$ cat src/rtl/isa_shared_pkg.sv
// Shared RV32I types used by the load/store path.
//   mem_access_type_e : access width decoded from funct3[1:0]
//   i_function3_e     : load funct3 encodings
//   s_function3_e     : store funct3 encodings
//   lsu_state_e       : load/store sequencer states
//   lsu_err_e         : completion status reported with done_valid
package isa_shared;

    typedef enum logic [1:0] {
        MEM_BYTE = 2'b00,
        MEM_HALF = 2'b01,
        MEM_WORD = 2'b10
    } mem_access_type_e;

    typedef enum logic [2:0] {
        F3_LB  = 3'b000,
        F3_LH  = 3'b001,
        F3_LW  = 3'b010,
        F3_LBU = 3'b100,
        F3_LHU = 3'b101
    } i_function3_e;

    typedef enum logic [2:0] {
        F3_SB = 3'b000,
        F3_SH = 3'b001,
        F3_SW = 3'b010
    } s_function3_e;

    typedef enum logic [1:0] {
        IDLE = 2'b00,
        REQ  = 2'b01,
        WAIT = 2'b10,
        RESP = 2'b11
    } lsu_state_e;

    typedef enum logic [1:0] {
        ERR_NONE     = 2'b00,
        ERR_MISALIGN = 2'b01,
        ERR_ILLEGAL  = 2'b10,
        ERR_TIMEOUT  = 2'b11
    } lsu_err_e;

    // Loads and stores share the size encoding in funct3[1:0].
    function automatic mem_access_type_e f3_size(input logic [2:0] f3);
        case (f3[1:0])
            2'b00:   return MEM_BYTE;
            2'b01:   return MEM_HALF;
            default: return MEM_WORD;
        endcase
    endfunction

endpackage

$ cat src/rtl/lsu_controller_align.sv
// Combinational funct3/alignment decode and data lane handling for the LSU.
// Request side (driven straight from the execute-stage request):
//   store, funct3, offset, wdata -> illegal, misaligned, wstrb, wdata_rep
// Response side (driven from the fields latched at accept):
//   ld_funct3, ld_offset, rdata  -> ld_data (sign/zero-extended load result)
module lsu_align
    import isa_shared::*;
(
    input  logic        store,
    input  logic [2:0]  funct3,
    input  logic [1:0]  offset,
    input  logic [31:0] wdata,
    output logic        illegal,
    output logic        misaligned,
    output logic [3:0]  wstrb,
    output logic [31:0] wdata_rep,
    input  logic [2:0]  ld_funct3,
    input  logic [1:0]  ld_offset,
    input  logic [31:0] rdata,
    output logic [31:0] ld_data
);

    mem_access_type_e size;
    logic [7:0]       byte_sel;
    logic [15:0]      half_sel;

    assign size = f3_size(funct3);

    always_comb begin
        illegal    = 1'b0;
        misaligned = 1'b0;
        wstrb      = 4'b0000;
        wdata_rep  = wdata;

        if (store) begin
            illegal = !(funct3 inside {F3_SB, F3_SH, F3_SW});
        end else begin
            illegal = !(funct3 inside {F3_LB, F3_LH, F3_LW, F3_LBU, F3_LHU});
        end

        case (size)
            MEM_BYTE: begin
                wstrb     = 4'b0001 << offset;
                wdata_rep = {4{wdata[7:0]}};
            end
            MEM_HALF: begin
                misaligned = offset[0];
                wstrb      = 4'b0011 << offset;
                wdata_rep  = {2{wdata[15:0]}};
            end
            default: begin
                misaligned = (offset != 2'b00);
                wstrb      = 4'b1111;
                wdata_rep  = wdata;
            end
        endcase
    end

    assign byte_sel = rdata[{ld_offset, 3'b000} +: 8];
    assign half_sel = ld_offset[1] ? rdata[31:16] : rdata[15:0];

    always_comb begin
        ld_data = rdata;
        case (ld_funct3)
            F3_LB:   ld_data = {{24{byte_sel[7]}}, byte_sel};
            F3_LBU:  ld_data = {24'h000000, byte_sel};
            F3_LH:   ld_data = {{16{half_sel[15]}}, half_sel};
            F3_LHU:  ld_data = {16'h0000, half_sel};
            default: ld_data = rdata;
        endcase
    end

endmodule

$ cat src/rtl/lsu_controller.sv
// RV32I load/store sequencer: one LOAD/STORE in flight between the execute
// stage and a single-port req/gnt/rvalid data bus.
//   req_*  : execute-stage handshake (req_ready high only in IDLE)
//   mem_*  : registered bus request; mem_gnt/mem_rvalid from the bus
//   wb_*   : one-cycle load writeback (fires for rd=0 as well)
//   done_valid/err_code : one-cycle retire pulse with completion status
//
// state | meaning
// IDLE  | ready for a new op; illegal/misaligned ops go straight to RESP
// REQ   | mem_req asserted with stable fields until mem_gnt
// WAIT  | granted, waiting for mem_rvalid (read data or write ack)
// RESP  | done_valid (and wb_valid for loads) visible for one cycle
module lsu_controller
    import isa_shared::*;
#(
    parameter int TIMEOUT_CYCLES = 64
) (
    input  logic        clk,
    input  logic        rst_n,
    input  logic        req_valid,
    output logic        req_ready,
    input  logic        req_store,
    input  logic [2:0]  req_funct3,
    input  logic [31:0] req_addr,
    input  logic [31:0] req_wdata,
    input  logic [4:0]  req_rd,
    output logic        mem_req,
    output logic        mem_we,
    output logic [31:0] mem_addr,
    output logic [3:0]  mem_wstrb,
    output logic [31:0] mem_wdata,
    input  logic        mem_gnt,
    input  logic        mem_rvalid,
    input  logic [31:0] mem_rdata,
    output logic        wb_valid,
    output logic [4:0]  wb_rd,
    output logic [31:0] wb_data,
    output logic        done_valid,
    output logic [1:0]  err_code
);

    // One spare bit so a count that passes the limit inside WAIT still compares high.
    localparam int CW = $clog2(TIMEOUT_CYCLES) + 1;

    lsu_state_e  state_q, state_d;
    lsu_err_e    err_d;
    logic [CW-1:0] cnt_q;
    logic        accept;
    logic        timeout;
    logic        store_q;
    logic [2:0]  f3_q;
    logic [1:0]  off_q;

    logic        illegal;
    logic        misaligned;
    logic [3:0]  wstrb;
    logic [31:0] wdata_rep;
    logic [31:0] ld_data;

    lsu_align u_align (
        .store      (req_store),
        .funct3     (req_funct3),
        .offset     (req_addr[1:0]),
        .wdata      (req_wdata),
        .illegal    (illegal),
        .misaligned (misaligned),
        .wstrb      (wstrb),
        .wdata_rep  (wdata_rep),
        .ld_funct3  (f3_q),
        .ld_offset  (off_q),
        .rdata      (mem_rdata),
        .ld_data    (ld_data)
    );

    assign req_ready = (state_q == IDLE);
    assign accept    = req_valid & req_ready;
    // cnt_q is 0 in the first REQ cycle, so this fires in the TIMEOUT_CYCLES-th
    // REQ/WAIT cycle; mem_req and the timeout retire then take effect together.
    assign timeout   = (cnt_q >= CW'(TIMEOUT_CYCLES - 1));

    always_ff @(posedge clk or negedge rst_n) begin
        if (!rst_n) begin
            state_q <= IDLE;
        end else begin
            state_q <= state_d;
        end
    end

    always_comb begin
        state_d = state_q;
        err_d   = ERR_NONE;
        case (state_q)
            IDLE: begin
                if (accept) begin
                    if (illegal) begin
                        state_d = RESP;
                        err_d   = ERR_ILLEGAL;
                    end else if (misaligned) begin
                        state_d = RESP;
                        err_d   = ERR_MISALIGN;
                    end else begin
                        state_d = REQ;
                    end
                end
            end
            REQ: begin
                // A grant in the last allowed cycle still wins over the timeout.
                if (mem_gnt) begin
                    state_d = WAIT;
                end else if (timeout) begin
                    state_d = RESP;
                    err_d   = ERR_TIMEOUT;
                end
            end
            WAIT: begin
                if (mem_rvalid) begin
                    state_d = RESP;
                end else if (timeout) begin
                    state_d = RESP;
                    err_d   = ERR_TIMEOUT;
                end
            end
            RESP: begin
                state_d = IDLE;
            end
            default: begin
                state_d = IDLE;
            end
        endcase
    end

    always_ff @(posedge clk or negedge rst_n) begin
        if (!rst_n) begin
            cnt_q      <= '0;
            store_q    <= 1'b0;
            f3_q       <= 3'b000;
            off_q      <= 2'b00;
            mem_req    <= 1'b0;
            mem_we     <= 1'b0;
            mem_addr   <= 32'h0;
            mem_wstrb  <= 4'b0000;
            mem_wdata  <= 32'h0;
            wb_valid   <= 1'b0;
            wb_rd      <= 5'd0;
            wb_data    <= 32'h0;
            done_valid <= 1'b0;
            err_code   <= 2'b00;
        end else begin
            mem_req    <= (state_d == REQ);
            done_valid <= (state_d == RESP);
            err_code   <= err_d;
            wb_valid   <= (state_q == WAIT) && mem_rvalid && !store_q;

            if (state_q == REQ || state_q == WAIT) begin
                cnt_q <= cnt_q + 1'b1;
            end

            if (accept) begin
                cnt_q   <= '0;
                store_q <= req_store;
                f3_q    <= req_funct3;
                off_q   <= req_addr[1:0];
                wb_rd   <= req_rd;
                // Rejected ops leave the bus fields untouched.
                if (!illegal && !misaligned) begin
                    mem_we    <= req_store;
                    mem_addr  <= {req_addr[31:2], 2'b00};
                    mem_wstrb <= req_store ? wstrb : 4'b0000;
                    mem_wdata <= req_store ? wdata_rep : 32'h0;
                end
            end

            if ((state_q == WAIT) && mem_rvalid && !store_q) begin
                wb_data <= ld_data;
            end
        end
    end

endmodule
$ cat config.mk
export PLATFORM = sky130hd
export DESIGN_NAME = lsu_controller
export DESIGN_NICKNAME = d
export VERILOG_FILES = /design/src/rtl/isa_shared_pkg.sv /design/src/rtl/lsu_controller_align.sv /design/src/rtl/lsu_controller.sv
export SDC_FILE = /design/constraint.sdc
export NUM_CORES = 1
export LEC_CHECK = 0
export BUFFER_PORTS_ARGS = -buffer_cell sky130_fd_sc_hd__clkbuf_2
export CAP_MARGIN = 15
export CORE_ASPECT_RATIO = 1.75
export CORE_MARGIN = 2
export CORE_UTILIZATION = 33
export CTS_CLUSTER_SIZE = 28
export DETAILED_ROUTE_END_ITERATION = 8
export PLACE_DENSITY = 0.59
export SETUP_SLACK_MARGIN = 0.15
export SYNTH_ARGS = -nofsm -noshare
export SYNTH_HDL_FRONTEND = slang
export SYNTH_SLANG_ARGS = --single-unit
$ cat constraint.sdc
create_clock -name clk -period 2.6 [get_ports clk]
set_input_delay 0.13 -clock clk [delete_from_list [all_inputs] [get_ports clk]]
set_output_delay 0.13 -clock clk [all_outputs]
set_load 0.01 [all_outputs]
# Word-level counts from Yosys, hierarchy flattened
# Cells that the tools add are included.
[totals]
regBits = 124
input_bits = 110
output_inout_bits = 112
word_cells = 79
[classes]
add_sub_neg = 1
magnitude_cmp = 1
n_eq_ne = 14
shifts = 3
muxes = 25
n_bitwise = 1
n_reduce_logical = 19
[op_table]
columns = ["cell", "count"]
rows = [
  ["$pmux W32 S4", 1],
  ["$pmux W32 S2", 1],
  ["$mux W32", 1],
  ["$shiftx A32 B6 Y8", 1],
  ["$mux W2", 11],
  ["$mux W16", 1],
  ["$mux W7", 2],
  ["$eq A3 B3 Y1 const B", 4],
  ["$eq A2 B1 Y1 const B", 4],
  ["$pmux W2 S4", 1],
  ["$pmux W4 S2", 1],
  ["$add A7 B1 Y7 const B", 1],
  ["$ge A7 B6 Y1 const B", 1],
  ["$eq A2 B2 Y1 const B", 3],
  ["$eq A3 B1 Y1 const B", 2],
  ["$logic_not A2 Y1", 3],
  ["$logic_not A3 Y1", 2],
  ["$pmux W2 S3", 1],
  ["$logic_not A1 Y1", 5],
  ["$reduce_bool A5 Y1", 1],
  ["$mux W4", 1],
  ["$pmux W2 S2", 1],
  ["$reduce_bool A2 Y1", 2],
  ["$shl A1 B2 Y4 const A", 1],
  ["9 further kinds", 12],
]

# Depth between registers and ports, before layout
[depth]
word_depth = 9
mapped_depth = 8
ltp_nobuf = 7

# Cells and area by module
# From an unflattened synthesis, not the netlist that was laid out.
[unflattened]
hier_cells = 667
hier_area_um2 = 6120.9
[by_module_without_submodules]
columns = ["mod", "instances", "cells_per_inst", "area_each_um2", "seq_area_each_um2"]
rows = [
  ["lsu_controller", 1, 479, 4923.5, 3103.0],
  ["lsu_align", 1, 188, 1197.4, 0.0],
]

# Worst setup path after synthesis
# Ideal clock, no wire load.
[synth_path]
path_type = "flip-flop to flip-flop"
startpoint = "register state_q[0]"
endpoint = "register mem_addr[20]"
setup_time_ps = 125
t_arrival_ps = 1834
required_ps = 2475
slack_ps = 641
path_stages_with_launch = 9
path_buffers = 2
period_less_slack_ps = 1959
path_cell_list = "dfrtp_1 inv_1 ha_1 and2_4 nand3_2 buf_2 nor2_4 buf_6 mux2_2"
[synth_via]
elab_chain_len = 3
[synth_lines]
columns = ["item", "line", "source"]
rows = [
  ["start: declaration", "lsu_controller.sv:45", "lsu_state_e state_q, state_d;"],
  ["start signal: assignment", "lsu_controller.sv:85", "state_q <= state_d;"],
  ["$logic_not A2 Y1", "lsu_controller.sv:75", "assign req_ready = (state_q == IDLE);"],
  ["named net req_ready", "lsu_controller.sv:21", "output logic req_ready,"],
  ["$and A1 B1 Y1", "lsu_controller.sv:76", "assign accept = req_valid & req_ready;"],
  ["$reduce_and A2 Y1 (no line)", "-", ""],
  ["end signal: assignment", "lsu_controller.sv:167", "mem_addr <= {req_addr[31:2], 2'b00};"],
  ["end: declaration", "lsu_controller.sv:29", "output logic [31:0] mem_addr,"],
]
# The timed path passes the listed nets, and every way through them passes these cells.
# A chain may end at the register's enable or synchronous reset.

# Worst setup path after layout
[layout_path]
startpoint = "register state_q[0]"
endpoint = "register mem_wdata[0]"
[layout_via]
elab_chain_len = 3
[layout_lines]
columns = ["item", "line", "source"]
rows = [
  ["$logic_not A2 Y1", "lsu_controller.sv:75", ""],
  ["$and A1 B1 Y1", "lsu_controller.sv:76", ""],
  ["$reduce_and A2 Y1 (no line)", "-", ""],
  ["end signal: assignment", "lsu_controller.sv:169", "mem_wdata <= req_store ? wdata_rep : 32'h0;"],
  ["end: declaration", "lsu_controller.sv:31", "output logic [31:0] mem_wdata,"],
]
# Every way passes these cells.

==> metrics <==
post-layout min period 2.22 ns; Worst setup SP type flop; Hold Crit Class input pin to flop; Hold Crit Depth 3; htree depth 4; synthesis warning total 0; delay-heaviest family, CP simple AND/OR/NAND/NOR gates; DP HPWL 13100 microns; Worst Slack Setup Final 0.379 ns; Setup CP Type flop to flop; Slowest-stage cell, CP or2_1; Synth async-reset ratio 100%; io pins 222; WL final 18200 microns; Final Skew 0.00799 ns; first-pass iteration count of the detailed router 5; grt ovf 0; Worst R2R End mem_wdata[0]; drt via density 4.88; clock buffer depth 2; post-route ant nets 0; Chip Width 106 microns; reg2reg start state_q[0]; Fill cells 1725; Yosys cell types 47; ys flop type dfrtp_1; commonest non-fill, non-tap cell in the layout clkbuf_2; post-synth design cell area 5960 sq um; max_slew headroom 52.6%; fmax 450 MHz; global-route usage over all layers 19.2%; max incr delay on CP 0.52 ns; clk root buf clkbuf_16; WHS Endpoint wb_data[31]; vias in the first global route 5491; RSZ-0062 raised after global routing no; Avg Cell Area, Syn 9.89 sq um; Sw Share 34.9%; R2R Setup Slk 0.38 ns; vias 5441; drt drc 0; area of the multi-input gates 2620 sq um; Pint 6.09 mW; total CTS buffers 17; DIE HEIGHT 182 microns; Yosys reg bits 124; DR iter-0 viols 270; required time worst endpoint 2.88 ns; Resize count post-CTS 0; number of flops mapped to enable cells by yosys 0; worst hold start mem_rdata[31]; FP Rows 65; period utilisation layout 85.4%; outcome complete, no violations; Worst Tran Pin Value 0.710 ns; Max Transition Viols Final 0; WP buf/inv 2; Final Setup Violations 0; Seq/Total Area, Yosys 52.1%; clock power share 29.0%; most frequent cells in the layout clkbuf_2, dfrtp_1, nand2_1; Max VDD drop 0.489 mV; CTS sink cnt 124; CP Max Fanout 21; PwrDens 1100 nW/um^2; share of cells above drive strength 1 37.2%; Post-Syn Instances 602; Fin. Hold Viols 0; Initial Util 33.3%; Core Box Area 17900 sq um; post-place setup slack 0.401 ns; total power 9.35 mW; Leakage 4.20 nW; routed len/inst 16.3 microns; Combinational Power Share 36.0%; global-route wire length before repair 28900 microns; IO Port Bufs 219; critical path depth 7; Antenna diodes 0; R2R cell count 7; Reg power frac 35.1%; CTS tree built; Area Growth Syn to Fin 42.6%; Reg clk slew, reported paths 0.06 ns; Layout Utilization 47.5%; setup_tns 0 ns; Psw 3.26 mW; Die Footprint 19200 sq um; worst path arrival time 2.50 ns; register area 3100 sq um; worst-path cell chain inv_1, ha_1, and2_4, nand3_2, or2_1, buf_4, o21ai_0; largest net degree at the start of global routing 59; Worst setup EP type flop; RD Place Congestion 0.832; Max Cap Viol 0; initial antenna violation count 0; clk_lat worst skew 0.41 ns; Final #Nets 984
## cells by family after synthesis
group           synth area share [%]
simple gates                    15.9
compound gates                  13.0
flops                           52.1
mux                             13.0
buf+inv                         3.95
fa+ha+maj                       1.26
xor+xnor                       0.735
other cells                   0.0630
## worst max path at each step
stage	from	to	slack [ns]
6_report	state_q[0]	mem_wdata[0]	0.38
5_1_grt	state_q[0]	mem_wdata[1]	0.23
4_1_cts	state_q[0]	mem_wdata[2]	0.36
3_5_place_dp	state_q[0]	mem_wdata[2]	0.40
3_3_place_gp	state_q[0]	mem_wdata[0]	0.42
2_1_floorplan	state_q[0]	mem_addr[20]	0.64
## registers in the layout (all words and copies together) (netlist names)
name and flops:
mem_wdata 32, wb_data 32, err_code 2, off_q 2
mem_addr 30, store_q 1, done_valid 1, wb_rd 5
wb_valid 1, mem_wstrb 4, mem_req 1, mem_we 1
state_q 2, cnt_q 7, f3_q 3
## synthesized netlist by cell type (8+ instances only)
master,instances,area share [%]
o21ai_0,66,5.5
dfrtp_1,124,52
clkbuf_1,22,1.4
nand3_1,37,3.1
nand3b_1,8,1.0
mux2_2,53,10
nand2_1,111,7.0
o21ai_1,30,2.5
nor2_1,19,1.2
buf_2,14,1.2
mux2i_1,13,2.2
a21oi_1,23,1.9
## stage by stage
step / area (sq um) / cells / hold slack, ns
after global routing: 8490 / 1115 / 0.0137
after global placement: 7290 / 1030 / 0.134
after CTS: 8490 / 1115 / 0.000714
final: 8490 / 1115 / 0.0110
after detailed placement: 7290 / 1030 / 0.132
after floorplan: 5960 / 603 / -0.166
## worst reg2reg max path, cell delays in order, from the launching register on
cell,delay (ns)
dfrtp_1,0.41
inv_1,0.10
ha_1,0.30
and2_4,0.18
nand3_2,0.09
or2_1,0.52
buf_4,0.36
o21ai_0,0.13
## power by group through the flow
| stage | clock (mW) | sequential [mW] | combinational, mW |
|---|---|---|---|
| after floorplan | 0 | 3.55 | 1.64 |
| after global placement | 0 | 3.30 | 3.30 |
| after detailed placement | 0 | 3.31 | 3.34 |
| after CTS | 2.77 | 3.29 | 3.41 |
| after global routing | 2.85 | 3.39 | 3.73 |
| final | 2.71 | 3.28 | 3.36 |
## layer usage
layer  global-route usage [%]  part of all wire, %  up-vias
met3                     4.41                  5.8       20
met2                     34.9                   54      209
met5                        0                    0        -
met4                     6.74                  2.0        0
met1                     21.7                   38     2592
li1                         -                    -     2620
## what timing repair did
| item | CTS | global route |
|---|---|---|
| endpoints found under the hold margin | 88 | 0 |
| setup buffers | 0 | 0 |
| hold buffers | 53 | 0 |
## area by class of cell
| cell class | count | area share, % |
|---|---|---|
| Clock inverter | 11 | 2.52 |
| Tap cell | 234 | 3.45 |
| Clock buffer | 21 | 5.42 |
| Timing Repair Buffer | 288 | 20.9 |
| Inverter | 7 | 0.309 |
| Multi-Input combinational cell | 430 | 30.9 |
| Sequential cell | 124 | 36.5 |
Power figures use the tool's default switching activity.
